--- src/rtl/alu_pkg.sv ---
`default_nettype none
// ============================================================================
// Module      : alu_pkg
// Description : Shared definitions for the serial ALU: operation-select
//               encoding, controller state type and the default data width.
// Revision    : 1.0 - initial release
// ============================================================================
package alu_pkg;

  // Default operand/result width
  localparam int DEFAULT_WIDTH = 8;

  // Operation-select encoding (S input)
  localparam logic [1:0] ALU_AND = 2'b00;
  localparam logic [1:0] ALU_OR  = 2'b01;
  localparam logic [1:0] ALU_XOR = 2'b10;
  localparam logic [1:0] ALU_NOR = 2'b11;

  // Controller states
  typedef enum logic [1:0] {
    IDLE  = 2'd0,
    SHIFT = 2'd1,
    DONE  = 2'd2
  } state_t;

endpackage : alu_pkg
`default_nettype wire

--- src/rtl/alu_1bit.sv ---
`default_nettype none
// ============================================================================
// Module      : alu_1bit
// Description : Single-bit combinational logic unit (AND / OR / XOR / NOR).
// Revision    : 1.0 - initial release
// ============================================================================
module alu_1bit
  import alu_pkg::*;
(
  input  logic       i_a,
  input  logic       i_b,
  input  logic [1:0] i_sel,
  output logic       o_y
);

  // Select the logic function for one bit pair
  always_comb begin
    o_y = 1'b0;
    case (i_sel)
      ALU_AND: o_y = i_a & i_b;
      ALU_OR:  o_y = i_a | i_b;
      ALU_XOR: o_y = i_a ^ i_b;
      ALU_NOR: o_y = ~(i_a | i_b);
      default: o_y = 1'b0;
    endcase
  end

endmodule : alu_1bit
`default_nettype wire

--- src/rtl/alu_8bits_serial.sv ---
`default_nettype none
// ============================================================================
// Module      : alu_8bits_serial
// Description : Bit-serial logic ALU. Captures an operand set on a valid/ready
//               handshake, streams one bit pair per cycle through a single
//               alu_1bit, and presents the full result with valid/ready.
// Revision    : 1.0 - initial release
// ============================================================================
module alu_8bits_serial
  import alu_pkg::*;
#(
  parameter int WIDTH     = DEFAULT_WIDTH,
  parameter bit LSB_FIRST = 1'b1
)
(
  input  logic             clk,
  input  logic             rst_n,
  input  logic             in_valid,
  output logic             in_ready,
  input  logic [WIDTH-1:0] a,
  input  logic [WIDTH+7:8] b,
  input  logic [1:0]       S,
  output logic             out_valid,
  input  logic             out_ready,
  output logic [WIDTH-1:0] Result,
  output logic             busy
);

  localparam int               CNT_W    = $clog2(WIDTH);
  localparam logic [CNT_W-1:0] CNT_LAST = CNT_W'(WIDTH - 1);

  state_t           r_state;
  logic [CNT_W-1:0] r_cnt;
  logic [WIDTH-1:0] r_a;
  logic [WIDTH-1:0] r_b;
  logic [1:0]       r_sel;
  logic [WIDTH-1:0] r_res;

  logic             w_a_bit;
  logic             w_b_bit;
  logic             w_y;
  logic [WIDTH-1:0] w_a_next;
  logic [WIDTH-1:0] w_b_next;
  logic [WIDTH-1:0] w_res_next;

  // Bit order: operands drain from one end, results enter at the other end so
  // that after WIDTH shifts every result bit sits at its own index.
  generate
    if (LSB_FIRST) begin : g_lsb_first
      assign w_a_bit    = r_a[0];
      assign w_b_bit    = r_b[0];
      assign w_a_next   = {1'b0, r_a[WIDTH-1:1]};
      assign w_b_next   = {1'b0, r_b[WIDTH-1:1]};
      assign w_res_next = {w_y, r_res[WIDTH-1:1]};
    end else begin : g_msb_first
      assign w_a_bit    = r_a[WIDTH-1];
      assign w_b_bit    = r_b[WIDTH-1];
      assign w_a_next   = {r_a[WIDTH-2:0], 1'b0};
      assign w_b_next   = {r_b[WIDTH-2:0], 1'b0};
      assign w_res_next = {r_res[WIDTH-2:0], w_y};
    end
  endgenerate

  // The one and only bit-slice, fed from the serial operand path
  alu_1bit u_alu_1bit (
    .i_a   (w_a_bit),
    .i_b   (w_b_bit),
    .i_sel (r_sel),
    .o_y   (w_y)
  );

  // Controller and datapath: capture, shift WIDTH times, hold until accepted
  always_ff @(posedge clk or negedge rst_n) begin
    if (!rst_n) begin
      r_state <= IDLE;
      r_cnt   <= '0;
      r_a     <= '0;
      r_b     <= '0;
      r_sel   <= ALU_AND;
      r_res   <= '0;
    end else begin
      case (r_state)
        IDLE: begin
          if (in_valid) begin
            r_a     <= a;
            r_b     <= b;
            r_sel   <= S;
            r_cnt   <= '0;
            r_state <= SHIFT;
          end
        end
        SHIFT: begin
          r_a   <= w_a_next;
          r_b   <= w_b_next;
          r_res <= w_res_next;
          r_cnt <= r_cnt + 1'b1;
          if (r_cnt == CNT_LAST) begin
            r_state <= DONE;
          end
        end
        DONE: begin
          if (out_ready) begin
            r_state <= IDLE;
          end
        end
        default: r_state <= IDLE;
      endcase
    end
  end

  // Handshake/status outputs decode straight from the state register
  assign in_ready  = (r_state == IDLE);
  assign out_valid = (r_state == DONE);
  assign busy      = (r_state == SHIFT) || (r_state == DONE);
  assign Result    = r_res;

endmodule : alu_8bits_serial
`default_nettype wire

--- config.mk ---
export PLATFORM = sky130hd
export DESIGN_NAME = alu_8bits_serial
export DESIGN_NICKNAME = d
export VERILOG_FILES = /design/src/rtl/alu_pkg.sv /design/src/rtl/alu_1bit.sv /design/src/rtl/alu_8bits_serial.sv
export SDC_FILE = /design/constraint.sdc
export NUM_CORES = 1
export LEC_CHECK = 0
export ABC_AREA = 1
export ABC_CLOCK_PERIOD_IN_PS = 1400
export CORE_UTILIZATION = 45
export CTS_CLUSTER_SIZE = 14
export DETAILED_ROUTE_END_ITERATION = 7
export PLACE_DENSITY = 0.73
export SLEW_MARGIN = 40
export SYNTH_ARGS = -nofsm -noshare
export SYNTH_HDL_FRONTEND = slang
export SYNTH_SLANG_ARGS = --single-unit
--- constraint.sdc ---
create_clock -name clk -period 1.4 [get_ports clk]
set_input_delay 0.28 -clock clk [delete_from_list [all_inputs] [get_ports clk]]
set_output_delay 0.28 -clock clk [all_outputs]
set_load 0.005 [all_outputs]
==> impl_metrics.tcl <==
set metrics [dict create \
    syn-cell-area_um2 1549 \
    postSynthNetCount 218 \
    power_switching_share_pct 38.52 \
    post_dp_cell_area_um2 1983 \
    finalSetupViolCount 20 \
    yosys-top-cells-area "dfrtp_1 50%, nand2_1 15%, inv_1 7.0%" \
    drtIter0Drc 61 \
    layout_worst_path_cycle_share_pct 105.6 \
    floorplan.io_pins 33 \
    first_pass_grt_wire_length_um 5754 \
    cells_along_the_critical_path "inv_2 -> buf_6 -> ha_4 -> inv_8 -> o21ai_4 -> buf_12 -> clkbuf_16 -> nand2_2 -> o21ai_1" \
    gp_routability_congestion 0.7174 \
    numClockSinks 31 \
    hold_violations 0 \
    synth_top_cell_by_area "dfrtp_1" \
    synth.distinct_cells 17 \
    p_int_uw 3571 \
    rsz0062_at_grt "true" \
    syn-instance-count 188 \
    crit_path_max_fanout 6 \
    power.switching_uw 2237 \
    drv_slew 0 \
    timing_worst_setup_path_type "flip-flop to flip-flop" \
    ant_nets 0 \
    fin_cells 292 \
    fin_area_um2 2479 \
    clock_path_buffers 2 \
    dpl.hpwl_um 2214 \
    r2r-end "r_b[5]" \
    floorplan.core_area_um2 3153 \
    outcome "finished, violations left" \
    nets 277 \
    register_area_um2 775.7 \
    rows 20 \
    yosys.cell_count.top_type "nand2_1" \
    r2r_depth 9 \
    clkLatencyLatePin_ns 0.33 \
    post_route_drc_violation_count 0 \
    io_buffers 32 \
    groute.usage.overall_pct 21.53 \
    die_width_um 60.67 \
    detail_route.vias_per_cell 4.925 \
    cpPeakStageDelay_ns 0.41 \
    arrival_worst_endpoint_ns 1.74 \
    first_global_vias 1354 \
    fin_crit_ns 1.478 \
    routed_wire_length_per_instance_um 13.78 \
    placed_cells_incl_taps 268 \
    synth-warning-count 0 \
    num_antenna_cells 0 \
    grt_start_max_net_pins 32 \
    cts_tree "built" \
    postSynth.topFlopCell "dfrtp_1" \
    clockRootBuffer "clkbuf_4" \
    vias 1438 \
    grt_overflow 0 \
    die-area_um2 3681 \
    multi_input_comb_area_um2 749.5 \
    tritoncts.num_buffers 5 \
    die-height_um 60.67 \
    critPathTopFamily "buffers and inverters" \
    layout-area-overhead-vs-synth_pct 60.02 \
    ys_async_sr_fraction_pct 100.0 \
    detailedPlace.worstSlack_ns -0.04693 \
    timing.max_cap.violations 0 \
    n_fill_cell 223 \
    cts_htree_levels 2 \
    clk_pin_slew_worst_paths_ns 0.10 \
    postLayoutSetupSlackWorst_ns -0.07783 \
    achievable-frequency_mhz 676.7 \
    slew_headroom_pct 88.72 \
    r2r_setup_slack_ns -0.08 \
    combinational_fraction_of_design_power_pct 61.7 \
    power.clock.fraction_pct 12.8 \
    pwr-share-seq_pct 25.6 \
    min_path_type "primary input to asynchronous set/reset pin" \
    detailedRoute.firstPassIterationCount 4 \
    cp_slowest_cell "dfrtp_1" \
    postRouteWirelength_um 4025 \
    synth.yosys.seq_area_share_pct 50.08 \
    cellLeakagePower_uw 0.001247 \
    violations "negative setup slack" \
    worst-endpoint-required_ns 1.66 \
    synth.top_cells.by_count "60 x nand2_1, 31 x dfrtp_1, 29 x inv_1" \
    timing.critical_path.to_type "flip-flop" \
    drive_above_1_share_pct 31.85 \
    critical_path.startpoint_type "flip-flop" \
    irDropWorstVdd_v 0.001555 \
    postSynthRegisterBits 31 \
    post-synth-top-area-fraction_pct 50.08 \
    antenna_found_initial 0 \
    tightest_slew_ns 0.1686 \
    powerDensity_nw_per_um2 2343 \
    worst_r2r_startpoint "r_state[1]" \
    floorplan.initialDensity_pct 49.13 \
    final.setup_skew_ns 0.007356 \
    synthesis.area_per_instance_um2 8.239 \
    post-route-util_pct 78.61 \
    synth-edff-count 0 \
    critical_path.n_buffers_inverters 5 \
]
## routing by layer
metal  wire length [µm]  part of all wire (%)  track usage [%]
met1               1719                    43            27.19
met2               2038                    51            36.11
met3                162                   4.0            6.610
met4                103                   2.6            5.519
met5                  0                     0                0
## placed cells by master, fill, tap and decap left out
cell type	synthesis	routed
nand2_1	60	46
dfrtp_1	31	31
inv_1	29	27
clkdlybuf4s50_1	0	21
o21ai_1	19	20
o21ai_2	0	14
buf_4	2	12
nand2_2	1	11
buf_6	4	9
dlygate4sd2_1	0	8
nand3_1	8	7
ha_1	8	5
clkbuf_4	0	5
nand2_4	0	4
buf_12	0	4
ha_4	0	3
clkbuf_16	0	3
inv_2	1	2
o21ai_0	17	2
nor2_1	2	2
a21oi_2	0	2
or2_2	1	1
inv_8	0	1
o21ai_4	1	1
nand3_2	0	1
bufinv_16	0	1
clkinv_2	0	1
clkbuf_8	0	1
buf_16	0	1
bufbuf_16	0	1
buf_2	0	1
## power groups by stage
| stage | clock (µW) | combinational (µW) | sequential, µW |
|---|---|---|---|
| global placement | 0 | 2100 | 1480 |
| floorplan | 0 | 1400 | 1480 |
| CTS | 765 | 2700 | 1480 |
| detailed placement | 0 | 2190 | 1510 |
| finish | 742 | 3580 | 1480 |
| global route | 791 | 3890 | 1520 |
## worst reg2reg max path: cells and delay by family (launching register included)
| kind | cells | cell delay [ns] |
|---|---|---|
| buf+inv | 5 | 0.55 |
| flops | 1 | 0.41 |
| fa+ha+maj | 1 | 0.16 |
| simple gates | 1 | 0.04 |
| compound gates | 2 | 0.24 |
## sequential cells by signal, indices dropped and copies added (netlist names)
register	cells
r_state	2
Result	8
r_a	8
r_b	8
r_sel	2
r_cnt	3
## stage by stage
stage          hold WS (ns)  power, µW   TNS (ns)
5_1_grt              0.3101       6201     -1.945
3_3_place_gp         0.4548       3581  -0.008703
6_report             0.3020       5808    -0.8294
2_1_floorplan      -0.01559       2875          0
4_1_cts              0.2931       4949    -0.1338
3_5_place_dp         0.4830       3702   -0.06618
## cells by family after synthesis
kind of cell               Yosys count  synth area share, %
AOI/OAI and AO/OA                   39                13.33
buffers and inverters               38                11.71
DFF                                 31                50.08
adders and majority gates            8                6.462
and+or+nand+nor                     72                18.42
## final cells by class
type	instances	area share, %
multi-input combinational	119	30.24
timing repair buffer	60	27.92
clock inverter	2	1.413
sequential	31	31.30
tap	44	2.221
clock buffer	6	2.070
inverter	30	4.846
## worst max-delay path by stage
stage               startpoint  slack (ns)      to  depth (start not counted)
finish              r_state[1]       -0.08  r_b[5]                          9
detailed placement  r_state[0]       -0.05    busy                          3
global placement    r_state[0]      -0.009    busy                          3
floorplan           r_state[0]        0.05  r_b[2]                          6
global route        r_state[1]       -0.14  r_b[5]                          9
CTS                 r_state[0]       -0.06    busy                          3
## timing repair
action	4_1_cts	5_1_grt
endpoints found under the setup margin	17	24
endpoints found under the hold margin	0	0
setup buffers	5	5
resized for setup	47	45
pin swaps	2	13
hold buffers	0	0
cloned	3	4
(Power assumes the default switching activity.)
